### config.mk
export PLATFORM = sky130hd
export DESIGN_NAME = icache_direct_flat
export DESIGN_NICKNAME = d
export VERILOG_FILES = /design/src/rtl/icache_direct_if.sv /design/src/rtl/icache_direct.sv /design/src/flat_wrapper.sv
export SDC_FILE = /design/constraint.sdc
export NUM_CORES = 2
export LEC_CHECK = 0
export BUFFER_PORTS_ARGS = -buffer_cell sky130_fd_sc_hd__buf_4
export CAP_MARGIN = 10
export CORE_MARGIN = 1.5
export CORE_UTILIZATION = 40
export DETAILED_ROUTE_END_ITERATION = 8
export PLACE_DENSITY = 0.69
export SLEW_MARGIN = 40
export SYNTH_ARGS = -nofsm -noshare
export SYNTH_HDL_FRONTEND = slang
export SYNTH_MEMORY_MAX_BITS = 65536
export SYNTH_SLANG_ARGS = --single-unit
export TNS_END_PERCENT = 10
### constraint.sdc
create_clock -name clk -period 20.7 [get_ports clk]
set_input_delay 4.14 -clock clk [delete_from_list [all_inputs] [get_ports clk]]
set_output_delay 4.14 -clock clk [all_outputs]
set_load 0.005 [all_outputs]
### src/rtl/icache_direct_if.sv
// icache_direct_if: bundles the CPU fetch channel, the burst memory port and
// the optional performance counters of icache_direct.
// master = the environment (CPU + memory); slave = the cache.
interface icache_direct_if;
  // CPU instruction channel
  logic [31:0] i_addr;
  logic        i_read;
  logic [31:0] i_rdata;
  logic        i_resp;
  // Burst physical-memory port
  logic [31:0] pmem_addr;
  logic        pmem_read;
  logic [63:0] pmem_rdata;
  logic        pmem_resp;
  // Performance counters (constant 0 unless ICACHE_PERF_CTR_EN)
  logic [31:0] hit_count;
  logic [31:0] miss_count;

  modport master (
    output i_addr, i_read, pmem_rdata, pmem_resp,
    input  i_rdata, i_resp, pmem_addr, pmem_read, hit_count, miss_count
  );

  modport slave (
    input  i_addr, i_read, pmem_rdata, pmem_resp,
    output i_rdata, i_resp, pmem_addr, pmem_read, hit_count, miss_count
  );
endinterface

### src/rtl/icache_direct.sv
// icache_direct: read-only direct-mapped instruction cache.
// Hits answer combinationally; a miss fetches a 32-byte line as four 64-bit
// beats, installs it in one cycle and the retried lookup then hits.
// Optional feature macro: ICACHE_PERF_CTR_EN (hit/miss counters).
// Reset input rst is asynchronous and active-low.
module icache_direct #(
  parameter int NUM_SETS = 16
) (
  input logic            clk,
  input logic            rst,
  icache_direct_if.slave bus
);

  localparam int IDX_W = $clog2(NUM_SETS);
  localparam int TAG_W = 27 - IDX_W;

  localparam logic [1:0] ST_IDLE    = 2'd0;
  localparam logic [1:0] ST_FILL    = 2'd1;
  localparam logic [1:0] ST_INSTALL = 2'd2;

  logic [1:0]          state_q;
  logic [1:0]          state_d;
  logic [1:0]          beat_q;
  logic [26:0]         line_q;     // latched line number (address bits [31:5])
  logic [255:0]        buf_q;      // line assembled from the four beats
  logic [NUM_SETS-1:0] valid_q;
  logic [TAG_W-1:0]    tag_q  [NUM_SETS];
  logic [255:0]        data_q [NUM_SETS];

  // Lookup fields of the current fetch address
  logic [IDX_W-1:0] idx;
  logic [TAG_W-1:0] tag;
  logic [2:0]       word;
  assign idx  = bus.i_addr[4+IDX_W:5];
  assign tag  = bus.i_addr[31:5+IDX_W];
  assign word = bus.i_addr[4:2];

  // Byte offset bits never matter for an aligned instruction fetch
  logic unused_addr_bits;
  assign unused_addr_bits = ^bus.i_addr[1:0];

  // Set and tag the pending fill will be installed under
  logic [IDX_W-1:0] fill_idx;
  logic [TAG_W-1:0] fill_tag;
  assign fill_idx = line_q[IDX_W-1:0];
  assign fill_tag = line_q[26:IDX_W];

  logic hit;
  logic miss_start;
  logic beat_take;
  logic last_beat;
  assign hit        = (state_q == ST_IDLE) && bus.i_read && valid_q[idx] && (tag_q[idx] == tag);
  assign miss_start = (state_q == ST_IDLE) && bus.i_read && !hit;
  assign beat_take  = (state_q == ST_FILL) && bus.pmem_resp;
  assign last_beat  = beat_take && (beat_q == 2'd3);

  assign bus.i_resp    = hit;
  assign bus.i_rdata   = data_q[idx][{word, 5'b0} +: 32];
  assign bus.pmem_read = (state_q == ST_FILL);
  assign bus.pmem_addr = {line_q, 5'b0};

  // Next-state selection: IDLE -> FILL on miss, FILL -> INSTALL on 4th beat
  always_comb begin
    // NOTE: default assignment first so every path assigns state_d and no latch is inferred.
    state_d = state_q;
    case (state_q)
      ST_IDLE:    if (miss_start) state_d = ST_FILL;
      ST_FILL:    if (last_beat)  state_d = ST_INSTALL;
      ST_INSTALL: state_d = ST_IDLE;
      default:    state_d = ST_IDLE;
    endcase
  end

  // Control state: FSM, beat counter and the latched line address
  always_ff @(posedge clk or negedge rst) begin
    if (!rst) begin
      // NOTE: sequential state uses non-blocking assignments so every flop samples pre-edge values.
      state_q <= ST_IDLE;
      beat_q  <= 2'd0;
      line_q  <= '0;
    end else begin
      state_q <= state_d;
      if (beat_take) beat_q <= beat_q + 2'd1;  // wraps 3 -> 0 on the 4th beat
      if (miss_start) line_q <= bus.i_addr[31:5];
    end
  end

  // Beat buffer: beat k lands in bits [64k+63:64k]
  always_ff @(posedge clk) begin
    if (beat_take) buf_q[{beat_q, 6'b0} +: 64] <= bus.pmem_rdata;
  end

  // Valid bits: cleared by reset, set only when a complete line is installed
  always_ff @(posedge clk or negedge rst) begin
    if (!rst) begin
      valid_q <= '0;
    end else if (state_q == ST_INSTALL) begin
      valid_q[fill_idx] <= 1'b1;
    end
  end

  // Tag and data arrays: overwritten on install, whatever the set held before
  always_ff @(posedge clk) begin
    // NOTE: tag/data arrays are not reset; a cleared valid bit already makes their contents unobservable.
    if (state_q == ST_INSTALL) begin
      tag_q[fill_idx]  <= fill_tag;
      data_q[fill_idx] <= buf_q;
    end
  end

`ifdef ICACHE_PERF_CTR_EN
  logic [31:0] hit_cnt_q;
  logic [31:0] miss_cnt_q;

  // Performance counters: hits per responding cycle, misses per burst started
  always_ff @(posedge clk or negedge rst) begin
    if (!rst) begin
      hit_cnt_q  <= '0;
      miss_cnt_q <= '0;
    end else begin
      if (hit)        hit_cnt_q  <= hit_cnt_q + 32'd1;
      if (miss_start) miss_cnt_q <= miss_cnt_q + 32'd1;
    end
  end

  assign bus.hit_count  = hit_cnt_q;
  assign bus.miss_count = miss_cnt_q;
`else
  assign bus.hit_count  = '0;
  assign bus.miss_count = '0;
`endif

endmodule

### src/flat_wrapper.sv
// flat-port wrapper written by rule: the top's interface ports become plain ports
module icache_direct_flat 
#(
  parameter int NUM_SETS = 16
)
  (clk, rst, bus_i_addr, bus_i_read, bus_pmem_rdata, bus_pmem_resp, bus_i_rdata, bus_i_resp, bus_pmem_addr, bus_pmem_read, bus_hit_count, bus_miss_count);
  icache_direct_if bus_i ();
  input logic clk;
  input logic rst;
  input wire logic [$bits(bus_i.i_addr)-1:0] bus_i_addr;
  input wire logic [$bits(bus_i.i_read)-1:0] bus_i_read;
  input wire logic [$bits(bus_i.pmem_rdata)-1:0] bus_pmem_rdata;
  input wire logic [$bits(bus_i.pmem_resp)-1:0] bus_pmem_resp;
  output wire logic [$bits(bus_i.i_rdata)-1:0] bus_i_rdata;
  output wire logic [$bits(bus_i.i_resp)-1:0] bus_i_resp;
  output wire logic [$bits(bus_i.pmem_addr)-1:0] bus_pmem_addr;
  output wire logic [$bits(bus_i.pmem_read)-1:0] bus_pmem_read;
  output wire logic [$bits(bus_i.hit_count)-1:0] bus_hit_count;
  output wire logic [$bits(bus_i.miss_count)-1:0] bus_miss_count;
  assign bus_i.i_addr = bus_i_addr;
  assign bus_i.i_read = bus_i_read;
  assign bus_i.pmem_rdata = bus_pmem_rdata;
  assign bus_i.pmem_resp = bus_pmem_resp;
  assign bus_i_rdata = bus_i.i_rdata;
  assign bus_i_resp = bus_i.i_resp;
  assign bus_pmem_addr = bus_i.pmem_addr;
  assign bus_pmem_read = bus_i.pmem_read;
  assign bus_hit_count = bus_i.hit_count;
  assign bus_miss_count = bus_i.miss_count;
  icache_direct #(.NUM_SETS(NUM_SETS)) u_core (.clk(clk), .rst(rst), .bus(bus_i));
endmodule
==> results <==
- Along the worst path, the maximum fanout reaches 87.
- The flip-flop and latch count after synthesis is 4767.
- The worst pin sits at a relative slew slack of 37.3%.
- After clock tree synthesis, the clock-pin slew on the worst setup and hold paths is 0.06 ns.
- The total negative slack for setup checks is 0 ns.
- The quantity of I/O buffers inserted on ports is 158.
- The CTS tree is yes.
- The count of H-tree levels built during CTS is 5.
- The smallest hold slack is 0.468 ns.
- The sequential fraction of the synthesis area is 78.6%.
- The number of failing setup endpoints in the final timing report is 0.
- The cell with the biggest individual delay on the critical path is sky130_fd_sc_hd__buf_4.
- For flop-to-flop paths, the worst setup slack is 16.05 ns.
- Leaving out filler cells and counting taps, the final layout contains 14000.
- Entering global routing, the biggest net connects 141 pins.
- Setup repair after global routing left no endpoint under its margin.
- The most common library cell in the layout ignoring fill and taps is sky130_fd_sc_hd__edfxtp_1.
- The depth of the worst register-to-register path is 7.
- The clock sink total is 4767.
- The number of max-capacitance violations reported is 0.
- The type of the worst setup path is input pin to primary output.
- The endpoint type of the worst setup path is a primary output.
- The cell count after placement is 13200.
- The first global-routing pass estimated 598 mm of wire.
- The final HPWL from detailed placement is 218 mm.
- Each instance of the synthesized netlist takes up on average 25.2 sq um.
- The number of global-route vias before repair is 83500.
- In the synthesized netlist the async set-or-reset flop fraction comes to 0.986%.
- Buffers inserted during clock tree synthesis total 450.
- The floorplan step set the die width to 677 microns.
- At the end of the flow the core is filled with cells to 45.5%.
- The final critical path takes up 65.1% of the cycle.
- The worst register-to-register path ends at u_core.data_q[9][185].
- After synthesis, the netlist uses 58 different library cells.
- Global routing used 17.8% of the available tracks.
- Net switching is 22.8% of the power.
- Per report_power, the combinational group accounts for 6.6% of the total.
- The tightest min-delay check is of the flip-flop to flip-flop type.
- The leakage power figure is 63.4 nW.
- Post-CTS repair changed the size of 0 cells.
- After synthesis the cells add up to 0.182 sq mm.
- The endpoint of the worst hold path is u_core.valid_q[6].
- The cell chosen for the clock root is sky130_fd_sc_hd__clkbuf_16.
- The number of cells traversed by the worst hold path is 1.
- With fillers left out, the area of the finished cells amounts to 0.206 sq mm.
- The I/O pin count is 230.
- The first routing iteration left 9999 violations.
- Cell internal power was estimated by the tool at 16.4 mW.
- In this run the remaining antenna-violating nets after routing total 0.
- After the last flow step, the layout net total stands at 7760.
- In this run the power spent charging and discharging nets is 4.86 mW.
- Hold repair after CTS inserted 0 buffers.
- The ratio of cells with drive above 1 in the final layout is 31.2%.
- The main flop type after synthesis is sky130_fd_sc_hd__edfxtp_1.
- The source of the worst register-to-register timing path is u_core.state_q[1].
- The die area is 0.458 sq mm.
- In the final routed layout, each cell accounts on average for 29.6 microns.
- The routed layout has 80200 vias.
- The clock network power share is 38.0%.
- The leftover overflow at the end of global routing is 0.
- The longest individual stage delay on the worst path is 0.67 ns.
- The number of DRC violations after detailed routing is 0.
- The Yosys step of the flow raised 0 warnings.
- The worst setup path is launched from an input pin.
- The area of the core is 0.452 sq mm.
- The insertion delay to the later sink of the worst-skew pair is 1.04 ns.
- The number of flops mapped to enable cells by yosys is 4720.
- The most prevalent standard cell on the critical path is sky130_fd_sc_hd__mux4_2.
- The worst endpoint data arrival time is 9.34 ns.
- The number of hold violations in the final report came to 0.
- The post-synthesis instance total is 7212.
- After layout, the minimum clock period comes to 13.48 ns.
- The chip height is 677 microns.
- The routed design has 416 mm of wire.
- The maximum buffer depth of the clock tree is 4.
- Once the clock tree was built, the setup fixing pass inserted 0 buffers.
- The ratio of total power to cell area is 103 mW/mm^2.
- The flow ran to the end, and the final reports show no timing, DRC or antenna violations.
- In the routed layout, each cell is associated on average with a via count of 5.71.
- The library cells used most frequently in the layout, excluding fill and tap cells, are 4720 x sky130_fd_sc_hd__edfxtp_1, 1426 x sky130_fd_sc_hd__mux4_2, 455 x sky130_fd_sc_hd__clkbuf_16.
- Once placement finished, the instance area stood at 0.191 sq mm.
- Traced cell by cell, the critical path runs through buf_16 -> buf_12 -> buf_16 -> buf_4 -> buf_6 -> mux4_2 -> mux4_2 -> mux4_2 -> mux2_2 -> buf_4.
- The required time at the worst-slack endpoint is 16.56 ns.
- The final number of max-transition violations is 0.
- The floorplan has 247 rows.
- The part of the total power dissipated in sequential elements is 55.4%.
- The number of antenna violations at the first check in global routing is 54.
- The initial utilization of the core area, before any placement, comes to 40.2%.
- Across the routed clock network, the largest skew measured is 0.0930 ns.
- The first detailed-routing pass ran for 5 iterations.
- The post-synthesis to final-layout area growth is 13.2%.
- The worst IR drop on VDD is 0.136 mV.
- The global placement routability congestion is 0.756.
- The maximum achievable frequency is 0.0742 GHz.
- The startpoint of the lowest-slack hold path is u_core.valid_q[6].
- The transition time at the pin with the least slew margin is 0.940 ns.
==> critical path, delay by kind of cell <==
| kind | cells | cell delay [ns] |
|---|---|---|
| muxes | 4 | 2.13 |
| buffers and inverters | 6 | 2.66 |
==> power groups by stage <==
stage               Sequential, mW  Combinational (mW)  Clock [mW]
floorplan                     11.8               0.813           0
global placement              11.9                1.39           0
detailed placement            12.0                1.43           0
CTS                           11.8                1.43        8.20
global route                  11.8                1.48        8.56
finish                        11.8                1.41        8.07
==> layout make-up <==
cell class              instances  area [sq um]
multi-input cells            2073         36900
inverters                       8          30.0
repair buffers                355          3780
clock buffers                 575         11900
diodes                         26          65.1
fillers                     36200        247000
well taps                    5976          7480
clock inverters               265          2620
flip-flops and latches       4767        143000
==> per-layer routing <==
metal | global-route usage, % | vias to the layer above | wire length (microns)
li1 | - | 32000 | -
met1 | 24.8 | 43800 | 166000
met2 | 29.5 | 3881 | 207000
met3 | 2.59 | 588 | 31900
met4 | 4.80 | 4 | 10900
met5 | 0 | - | 27
==> per-stage QoR <==
stage / setup slack [ns] / total power, mW
floorplan: 6.98 / 12.6
global placement: 6.99 / 13.3
detailed placement: 6.88 / 13.4
CTS: 6.89 / 21.4
global route: 6.90 / 21.9
finish: 7.22 / 21.3
==> state kept, by name, indices dropped and copies added, names as in the netlist <==
| name | cells |
|---|---|
| u_core.data_q | 4096 |
| u_core.line_q | 27 |
| u_core.tag_q | 368 |
| u_core.buf_q | 256 |
| u_core.beat_q | 2 |
| u_core.state_q | 2 |
| u_core.valid_q | 16 |
==> synth_stat cells (3+ instances only) <==
master / count / area share [%]
sky130_fd_sc_hd__buf_4: 99 / 0.41
sky130_fd_sc_hd__and3_1: 6 / 0.021
sky130_fd_sc_hd__inv_1: 8 / 0.017
sky130_fd_sc_hd__o21ai_0: 6 / 0.017
sky130_fd_sc_hd__edfxtp_1: 4720 / 78
sky130_fd_sc_hd__buf_6: 15 / 0.093
sky130_fd_sc_hd__buf_2: 135 / 0.37
sky130_fd_sc_hd__clkbuf_1: 133 / 0.27
sky130_fd_sc_hd__or2_2: 17 / 0.059
sky130_fd_sc_hd__mux4_2: 1426 / 18
sky130_fd_sc_hd__or3_1: 3 / 0.010
sky130_fd_sc_hd__nor2b_1: 7 / 0.024
sky130_fd_sc_hd__mux2_4: 19 / 0.16
sky130_fd_sc_hd__nand3b_1: 4 / 0.017
sky130_fd_sc_hd__mux4_1: 5 / 0.072
sky130_fd_sc_hd__o22ai_1: 6 / 0.021
sky130_fd_sc_hd__nand4_1: 4 / 0.014
sky130_fd_sc_hd__mux2_2: 50 / 0.31
sky130_fd_sc_hd__a22oi_1: 10 / 0.041
sky130_fd_sc_hd__xnor2_1: 16 / 0.077
sky130_fd_sc_hd__nor2_1: 25 / 0.052
sky130_fd_sc_hd__buf_1: 46 / 0.095
sky130_fd_sc_hd__nand3_1: 5 / 0.014
sky130_fd_sc_hd__a211oi_1: 3 / 0.012
sky130_fd_sc_hd__xor2_1: 7 / 0.034
sky130_fd_sc_hd__ha_1: 5 / 0.034
sky130_fd_sc_hd__mux2i_1: 51 / 0.28
sky130_fd_sc_hd__nor3_1: 9 / 0.025
sky130_fd_sc_hd__nor3b_1: 4 / 0.017
sky130_fd_sc_hd__dfrtp_1: 47 / 0.65
sky130_fd_sc_hd__nand2b_1: 8 / 0.028
sky130_fd_sc_hd__and2_1: 259 / 0.89
sky130_fd_sc_hd__nand2_1: 18 / 0.037
==> how the worst max path moves through the flow <==
stage | from | to | slack [ns] | depth (start not counted)
final | bus_i_addr[5] | bus_i_rdata[26] | 7.22 | 10
after global routing | bus_i_addr[5] | bus_i_rdata[26] | 6.90 | 10
after CTS | bus_i_addr[5] | bus_i_rdata[26] | 6.89 | 10
after detailed placement | bus_i_addr[5] | bus_i_rdata[26] | 6.88 | 10
after global placement | bus_i_addr[5] | bus_i_rdata[26] | 6.99 | 9
after floorplan | u_core.state_q[0] | u_core.valid_q[4] | 6.98 | 4
==> cell families (layout without fill, tap and decap cells) <==
logic type / after synthesis / count (layout) / share of synthesized area, %
AOI/OAI and AO/OA: 48 / 48 / 0.194
xor gates and xnor gates: 23 / 23 / 0.111
adders and majority gates: 5 / 5 / 0.0344
buffers and inverters: 440 / 1203 / 1.30
DFF: 4767 / 4767 / 78.6
muxes: 1551 / 1551 / 18.5
other: 1 / 95 / 0.00206
and+or+nand+nor: 377 / 377 / 1.25
No activity file was read; power rests on OpenSTA's default activity.
